File: config.mk
export PLATFORM = sky130hd
export DESIGN_NAME = reset_sequencer_flat
export DESIGN_NICKNAME = d
export VERILOG_FILES = /design/src/rtl/reset_sequencer_if.sv /design/src/rtl/reset_sequencer.sv /design/src/flat_wrapper.sv
export SDC_FILE = /design/constraint.sdc
export NUM_CORES = 1
export LEC_CHECK = 0
export CAP_MARGIN = 15
export CORE_UTILIZATION = 30
export CTS_CLUSTER_DIAMETER = 30
export DETAILED_ROUTE_END_ITERATION = 12
export PLACE_DENSITY_LB_ADDON = 0.12
export SLEW_MARGIN = 10
export SYNTH_ARGS = -nofsm -noshare
export SYNTH_HDL_FRONTEND = slang
export SYNTH_SLANG_ARGS = --single-unit
File: constraint.sdc
create_clock -name clk -period 1.9 [get_ports clk]
set_input_delay 0.38 -clock clk [delete_from_list [all_inputs] [get_ports clk]]
set_output_delay 0.38 -clock clk [all_outputs]
set_load 0.1 [all_outputs]
File: src/rtl/reset_sequencer_if.sv
// Signal bundle between the reset sequencer and its environment: lock/request
// inputs towards the sequencer, sequenced resets and status back out.
interface reset_sequencer_if #(
    parameter int NUM_STAGES = 3,
    parameter int CNT_W      = 8
);
    logic                  locked_in;
    logic                  sw_rst_req;
    logic [NUM_STAGES-1:0] rst_stage_n;
    logic                  sys_ready;
    logic [CNT_W-1:0]      lock_loss_cnt;
    logic [2:0]            seq_state;

    modport master (
        output locked_in,
        output sw_rst_req,
        input  rst_stage_n,
        input  sys_ready,
        input  lock_loss_cnt,
        input  seq_state
    );

    modport slave (
        input  locked_in,
        input  sw_rst_req,
        output rst_stage_n,
        output sys_ready,
        output lock_loss_cnt,
        output seq_state
    );
endinterface

File: src/rtl/reset_sequencer.sv
// Qualifies the asynchronous PLL lock flag and releases per-subsystem resets in
// fixed order; re-asserts everything on lock loss or a software re-sequence request.
module reset_sequencer #(
    parameter int NUM_STAGES    = 3,
    parameter int STABLE_CYCLES = 1024,
    parameter int STAGE_DELAY   = 16,
    parameter int SYNC_STAGES   = 2,
    parameter int CNT_W         = 8
) (
    input  logic              clk,
    input  logic              reset,
    reset_sequencer_if.slave  seq_if
);

    localparam int TMR_MAX = (STABLE_CYCLES > STAGE_DELAY) ? STABLE_CYCLES : STAGE_DELAY;
    localparam int TMR_W   = $clog2(TMR_MAX);
    localparam int IDX_W   = (NUM_STAGES > 1) ? $clog2(NUM_STAGES) : 1;

    localparam logic [TMR_W-1:0] STABLE_LAST = TMR_W'(STABLE_CYCLES - 1);
    localparam logic [TMR_W-1:0] DELAY_LAST  = TMR_W'(STAGE_DELAY - 1);
    localparam logic [IDX_W-1:0] IDX_LAST    = IDX_W'(NUM_STAGES - 1);

    typedef enum logic [2:0] {
        ST_WAIT_LOCK = 3'd0,
        ST_STABLE    = 3'd1,
        ST_RELEASE   = 3'd2,
        ST_RUN       = 3'd3
    } state_e;

    state_e                state_q, state_d;
    logic [TMR_W-1:0]      timer_q, timer_d;
    logic [IDX_W-1:0]      idx_q, idx_d;
    logic [NUM_STAGES-1:0] rst_n_q, rst_n_d;
    logic                  ready_q, ready_d;
    logic [CNT_W-1:0]      cnt_q, cnt_d;
    logic [SYNC_STAGES-1:0] sync_q;
    logic                  locked_s;

    function automatic logic [CNT_W-1:0] sat_inc(input logic [CNT_W-1:0] val);
        if (val == {CNT_W{1'b1}}) begin
            sat_inc = val;
        end else begin
            sat_inc = val + CNT_W'(1);
        end
    endfunction

    // Lock flag synchronizer chain
    always_ff @(posedge clk) begin
        if (reset) begin
            sync_q <= '0;
        end else begin
            sync_q <= {sync_q[SYNC_STAGES-2:0], seq_if.locked_in};
        end
    end

    assign locked_s = sync_q[SYNC_STAGES-1];

    // Sequencer state and registered outputs
    always_ff @(posedge clk) begin
        if (reset) begin
            state_q <= ST_WAIT_LOCK;
            timer_q <= '0;
            idx_q   <= '0;
            rst_n_q <= '0;
            ready_q <= 1'b0;
            cnt_q   <= '0;
        end else begin
            state_q <= state_d;
            timer_q <= timer_d;
            idx_q   <= idx_d;
            rst_n_q <= rst_n_d;
            ready_q <= ready_d;
            cnt_q   <= cnt_d;
        end
    end

    // Next-state logic; lock loss outranks the software request
    always_comb begin
        state_d = state_q;
        timer_d = timer_q;
        idx_d   = idx_q;
        rst_n_d = rst_n_q;
        ready_d = ready_q;
        cnt_d   = cnt_q;
        case (state_q)
            ST_WAIT_LOCK: begin
                rst_n_d = '0;
                ready_d = 1'b0;
                timer_d = '0;
                idx_d   = '0;
                if (locked_s) begin
                    state_d = ST_STABLE;
                end else begin
                    state_d = ST_WAIT_LOCK;
                end
            end
            ST_STABLE: begin
                if (!locked_s) begin
                    state_d = ST_WAIT_LOCK;
                    timer_d = '0;
                end else if (timer_q == STABLE_LAST) begin
                    state_d = ST_RELEASE;
                    timer_d = '0;
                    idx_d   = '0;
                end else begin
                    timer_d = timer_q + TMR_W'(1);
                end
            end
            ST_RELEASE: begin
                if (!locked_s) begin
                    rst_n_d = '0;
                    ready_d = 1'b0;
                    cnt_d   = sat_inc(cnt_q);
                    state_d = ST_WAIT_LOCK;
                    timer_d = '0;
                    idx_d   = '0;
                end else if (timer_q == DELAY_LAST) begin
                    rst_n_d[idx_q] = 1'b1;
                    timer_d        = '0;
                    if (idx_q == IDX_LAST) begin
                        ready_d = 1'b1;
                        state_d = ST_RUN;
                        idx_d   = '0;
                    end else begin
                        idx_d = idx_q + IDX_W'(1);
                    end
                end else begin
                    timer_d = timer_q + TMR_W'(1);
                end
            end
            ST_RUN: begin
                if (!locked_s) begin
                    rst_n_d = '0;
                    ready_d = 1'b0;
                    cnt_d   = sat_inc(cnt_q);
                    state_d = ST_WAIT_LOCK;
                    timer_d = '0;
                    idx_d   = '0;
                end else if (seq_if.sw_rst_req) begin
                    rst_n_d = '0;
                    ready_d = 1'b0;
                    state_d = ST_STABLE;
                    timer_d = '0;
                    idx_d   = '0;
                end else begin
                    state_d = ST_RUN;
                end
            end
            default: begin
                // Unreachable encodings fall back to the fully-reset state
                rst_n_d = '0;
                ready_d = 1'b0;
                state_d = ST_WAIT_LOCK;
                timer_d = '0;
                idx_d   = '0;
            end
        endcase
    end

    assign seq_if.rst_stage_n   = rst_n_q;
    assign seq_if.sys_ready     = ready_q;
    assign seq_if.lock_loss_cnt = cnt_q;
    assign seq_if.seq_state     = state_q;

endmodule

File: src/flat_wrapper.sv
// flat-port wrapper written by rule: the top's interface ports become plain ports
module reset_sequencer_flat 
#(
    parameter int NUM_STAGES    = 3,
    parameter int STABLE_CYCLES = 1024,
    parameter int STAGE_DELAY   = 16,
    parameter int SYNC_STAGES   = 2,
    parameter int CNT_W         = 8
)
  (clk, reset, seq_if_locked_in, seq_if_sw_rst_req, seq_if_rst_stage_n, seq_if_sys_ready, seq_if_lock_loss_cnt, seq_if_seq_state);
  reset_sequencer_if #(.NUM_STAGES(NUM_STAGES), .CNT_W(CNT_W)) seq_if_i ();
  input  logic clk;
  input  logic reset;
  input wire logic [$bits(seq_if_i.locked_in)-1:0] seq_if_locked_in;
  input wire logic [$bits(seq_if_i.sw_rst_req)-1:0] seq_if_sw_rst_req;
  output wire logic [$bits(seq_if_i.rst_stage_n)-1:0] seq_if_rst_stage_n;
  output wire logic [$bits(seq_if_i.sys_ready)-1:0] seq_if_sys_ready;
  output wire logic [$bits(seq_if_i.lock_loss_cnt)-1:0] seq_if_lock_loss_cnt;
  output wire logic [$bits(seq_if_i.seq_state)-1:0] seq_if_seq_state;
  assign seq_if_i.locked_in = seq_if_locked_in;
  assign seq_if_i.sw_rst_req = seq_if_sw_rst_req;
  assign seq_if_rst_stage_n = seq_if_i.rst_stage_n;
  assign seq_if_sys_ready = seq_if_i.sys_ready;
  assign seq_if_lock_loss_cnt = seq_if_i.lock_loss_cnt;
  assign seq_if_seq_state = seq_if_i.seq_state;
  reset_sequencer #(.NUM_STAGES(NUM_STAGES), .STABLE_CYCLES(STABLE_CYCLES), .STAGE_DELAY(STAGE_DELAY), .SYNC_STAGES(SYNC_STAGES), .CNT_W(CNT_W)) u_core (.clk(clk), .reset(reset), .seq_if(seq_if_i));
endmodule
# Word level (Yosys, flattened, before mapping)
# Cells that the tools add are included.
# totals
ff_bits	29
inputBits	4
out_inout_bits	15
# classes
addsub	3
magnitude_cmp	2
eq_ne	13
mux	37
bitwise_logic	4
n_reduce_logical	8
# op_table
operator	count
2-to-1 mux 10 bit	6
2-to-1 mux 3 bit	10
case mux 10 bit (3 select lines)	1
2-to-1 mux 2 bit	8
!= test 3 bit (second input constant)	4
case mux 3 bit (4 select lines)	1
adder 10 x 1 -> 10 bit (second input constant)	1
equality test 10 bit (second input constant)	1
equality test 10 x 4 -> 1 bit (second input constant)	1
case mux 3 bit (3 select lines)	1
AND reduction 3 bit	3
adder 8 x 1 -> 8 bit (second input constant)	1
equality test 8 bit (second input constant)	1
AND reduction 4 bit	2
2-to-1 mux 1 bit	7
equality test 3 x 2 -> 1 bit (second input constant)	2
case mux 2 bit (3 select lines)	1
!= test 2 x 1 -> 1 bit (second input constant)	2
equality test 3 x 1 -> 1 bit (second input constant)	1
logical NOT 3 bit	1
< comparator 2 x 3 -> 1 bit (second input constant)	1
NOT 1 bit	3
OR 3 bit	1
case mux 1 bit (3 select lines)	1
6 further kinds	6

# Logic depth before layout (Yosys ltp)
# depth
ltp_word	8
mapped_depth	8

# Least setup slack after synthesis
# No wires, ideal clock.
# synth_path
path_type	reg-to-reg
start	reg u_core.state_q[0] (netlist: u_core.seq_if.seq_state[0])
end	reg u_core.timer_q[6]
t_arrival_ns	2.466
required_time_ns	1.809
slack_ns	-0.657
stages_incl_launch_ff	7
cell_sequence	dfxtp_1 ha_1 inv_1 o2111a_1 nor3_2 a41oi_1 a311oi_1
# synth_between
elab_chain_cells	2
# synth_lines
item	line_no	rtl
start: declaration	reset_sequencer.sv:30	state_e state_q, state_d;
start signal: assignment	reset_sequencer.sv:68	state_q <= state_d;
equality test 3 x 2 -> 1 bit / equality test 3 x 1 -> 1 bit (equally long branches)	reset_sequencer.sv:85	case (state_q)
case mux 10 bit (3 select lines) / != test 3 bit (equally long branches)	--	
end signal: assignment	reset_sequencer.sv:69	timer_q <= timer_d;
end: declaration	reset_sequencer.sv:31	logic [TMR_W-1:0] timer_q, timer_d;
# Several ways; a longest one is shown, not always the timed one.
# A chain may end at the register's enable or synchronous reset.

# Worst setup path after layout
# layout_path
start	reg u_core.timer_q[1]
end	reg u_core.idx_q[0]
# layout_between
elab_chain_cells	3
# layout_lines
item	line_no	rtl
equality test 10 x 4 -> 1 bit / equality test 10 bit (equally long branches)	reset_sequencer.sv:117, reset_sequencer.sv:101	
!= test 3 bit (no source line) / != test 2 x 1 -> 1 bit (equally long branches)	--	
AND reduction 4 bit (no source line) (*)	--	
end signal: assignment	reset_sequencer.sv:70	idx_q <= idx_d;
end: declaration	reset_sequencer.sv:32	logic [IDX_W-1:0] idx_q, idx_d;
# Every way passes the cells marked *; elsewhere a longest branch is shown, timed or not.

==> impl_results.md <==
* Root buf cell: clkbuf_8
* Arrival time at the worst endpoint at 2.13 ns
* Failing checks: setup timing
* Post-synthesis xor/xnor area fraction at 2.46%
* Largest net degree at the start of global routing at 27
* Post-route ant nets at 0
* CTS Buf Count at 3
* Leading cell types by count after synthesis: 28 x dfxtp_1, 18 x nor2_1, 14 x nand2_1
* Kind of critical path: reg2reg
* MaxCap Viol Count at 0
* Yosys warns at 0
* Router iterations before antenna repair at 4
* Clock-pin slew on the worst setup and hold paths at 0.10 ns
* CP Max Fanout at 5
* PwrDens at 523 nW/um^2
* Die span in y at 70.9 um
* Ratio of final minimum period to clock period at 100%
* Port-buffer cells at 17
* Leak Pwr at 0.717 nW
* Post-synthesis cell type count at 46
* Clk sink count at 28
* Synthesized area at 1430 sq um
* Largest family of logic cells by synthesized area: simple AND/OR/NAND/NOR gates
* Die area at 5030 sq um
* Worst Setup EP: u_core.idx_q[0]
* Setup ws final at -0.00650 ns
* Top-count cell post-synth: dfxtp_1
* CTS tree: built
* CP Capture Type: flip-flop
* Largest cells by area after synthesis: dfxtp_1 39%, ha_1 5.3%, nor2_1 4.7%
* Cell taking the most area after synthesis: dfxtp_1
* Worst reg2reg setup slack at -0.006 ns
* Fmax achieved at 525 MHz
* Worst EP required at 2.12 ns
* Final hold vios at 0
* Routed wire per std cell at 13.6 um
* Cells after synthesis at 169
* Worst Setup SP: u_core.timer_q[1]
* Final #Nets at 217
* Peak VDD IR at 319 uV
* R2R Path End: u_core.idx_q[0]
* Num rows at 24
* H-tree level count at 1
* Ys flop type: dfxtp_1
* RSZ-0062 raised after global routing: yes
* Final Util at 45.5%
* Syn avg cell area at 8.43 sq um
* Clk Latency, worst-skew pair at 0.28 ns
* # fillers at 423
* Max clock buf depth at 2
* Compound-Gate Fraction of Synth Area at 18.6%
* Antenna violations before repair at 0
* Post-synth top area share at 39.3%
* HP Class: reg2reg
* Post-synth EDFFs at 0
* Crit path launch type: flip-flop
* R2R depth at 6
* Mux contribution to synthesized area at 0.702%
* # diodes at 0
* Vias in the first global route at 1327
* Vias at 1360
* Adder-cell share of the synthesized area at 5.27%
* Tot GR Track Use at 14.7%
* Final GP Congestion at 0.831
* #FFs+latches synth at 28
* Asr flop ratio synth at 0%
* Post-detail-place hpwl at 2600 um
* Final Max Slew Viols at 0
* Die width at 70.9 um
* WL final at 3510 um
* Status: complete, but fails checks
* Initial Utilization at 31.9%
* FF-to-FF Start: u_core.timer_q[1]
* Hold Startpoint: u_core.sync_q[0]
* Seq/Total Area, Yosys at 39.3%
* Minimum clock period at 1.91 ns
* Fraction of layout cells with a size suffix above 1 at 35.0%
* Max Clock Skew at 0.00496 ns
* Core footprint at 4470 sq um
* Post-Syn Nets at 179
* First-pass GRT wire length at 6000 um
* Initial DRC count at 92
* Setup Viol. Count Final at 1
* Residual DRC at 0
* Vias per std cell at 5.27
* Area grow syn2layout at 42.8%
* DP Worst Slack at -0.0654 ns
* Hold buffer count at cts at 0
* I/O pin total at 19
* Global route overflow at 0
* Area share of and/or/nand/nor cells after synthesis at 28.9%
timing repair:
item,in CTS,in global routing
setup buffers,1,0
resized for setup,5,7
pin swaps,1,4
setup endpoints to repair,6,14
cell type report:
cell class / instances / area, sq um / share of cell area [%]
multi-input cells: 128 / 895 / 43.9
flip-flops and latches: 28 / 588 / 28.9
repair buffers: 40 / 399 / 19.6
clock buffers: 4 / 66.3 / 3.26
well taps: 52 / 65.1 / 3.20
inverters: 6 / 22.5 / 1.11
cell families (layout without fill, tap and decap cells):
group / after synthesis / in the layout
fa+ha+maj: 6 / 6
buf+inv: 13 / 50
flops: 28 / 28
xor+xnor: 4 / 4
compound gates: 41 / 41
simple gates: 75 / 75
mux: 1 / 1
other cells: 1 / 1
worst min-delay path by stage:
stage | endpoint | slack (ns) | depth (start not counted)
global placement | u_core.sync_q[1] | 0.43 | 1
CTS | u_core.sync_q[1] | 0.45 | 1
detailed placement | u_core.sync_q[1] | 0.42 | 1
floorplan | u_core.sync_q[1] | 0.41 | 1
finish | u_core.sync_q[1] | 0.45 | 1
global route | u_core.sync_q[1] | 0.47 | 1
critical path, stage by stage (launching register included):
cell and delay (ns):
dfxtp_2 0.37, ha_4 0.17, and3_4 0.23, nand3_2 0.12, a311o_1 0.42, or4_1 0.43, a21oi_2 0.12
layout by cell type (no fill, tap or decap), drive strengths merged, types with 2 or more instances in the layout:
| cell type | netlist | routed |
|---|---|---|
| a21oi | 13 | 13 |
| a22oi | 6 | 6 |
| buf | 3 | 37 |
| clkbuf | 4 | 4 |
| clkdlybuf4s50 | 0 | 3 |
| dfxtp | 28 | 28 |
| ha | 6 | 6 |
| inv | 6 | 6 |
| nand2 | 14 | 14 |
| nand2b | 2 | 2 |
| nand3 | 12 | 12 |
| nand3b | 2 | 2 |
| nand4 | 4 | 4 |
| nor2 | 18 | 18 |
| nor2b | 2 | 2 |
| nor3 | 6 | 6 |
| nor3b | 2 | 2 |
| nor4 | 3 | 3 |
| nor4b | 2 | 2 |
| o21ai | 9 | 9 |
| o31ai | 3 | 3 |
| or3 | 3 | 3 |
| or4 | 2 | 2 |
| xnor2 | 3 | 3 |
metal layers:
layer	wire length [um]	global-route usage (%)	vias to the layer above	part of all wire, %
met4	19	5.11	0	0.54
met3	150	2.42	2	4.3
li1	-	-	692	-
met1	1600	18.7	640	46
met5	0	0	-	0
met2	1740	25.2	26	50
per-stage QoR:
step / instance area [sq um] / setup TNS (ns) / total power, mW / hold WS [ns] / cells
floorplan: 1490 / -0.00633 / 0.633 / 0.414 / 169
global placement: 1900 / -0.0764 / 0.650 / 0.428 / 253
detailed placement: 1900 / -0.281 / 0.650 / 0.424 / 253
CTS: 2000 / 0 / 1.08 / 0.450 / 258
global route: 2040 / -0.149 / 1.10 / 0.469 / 258
finish: 2040 / -0.00650 / 1.07 / 0.445 / 258
power breakdown:
group          switching [mW]  internal, mW
Sequential            0.00233         0.584
Clock                   0.199         0.229
Combinational          0.0329        0.0182
Total                   0.234         0.831
registers in the layout, summed over array words and instances (netlist names):
signal	count
u_core.seq_if.seq_state	2
u_core.seq_if.sys_ready	1
u_core.sync_q	2
u_core.timer_q	10
u_core.seq_if.rst_stage_n	3
u_core.idx_q	2
u_core.seq_if.lock_loss_cnt	8
Note: power is estimated with default switching activity, not from simulation.
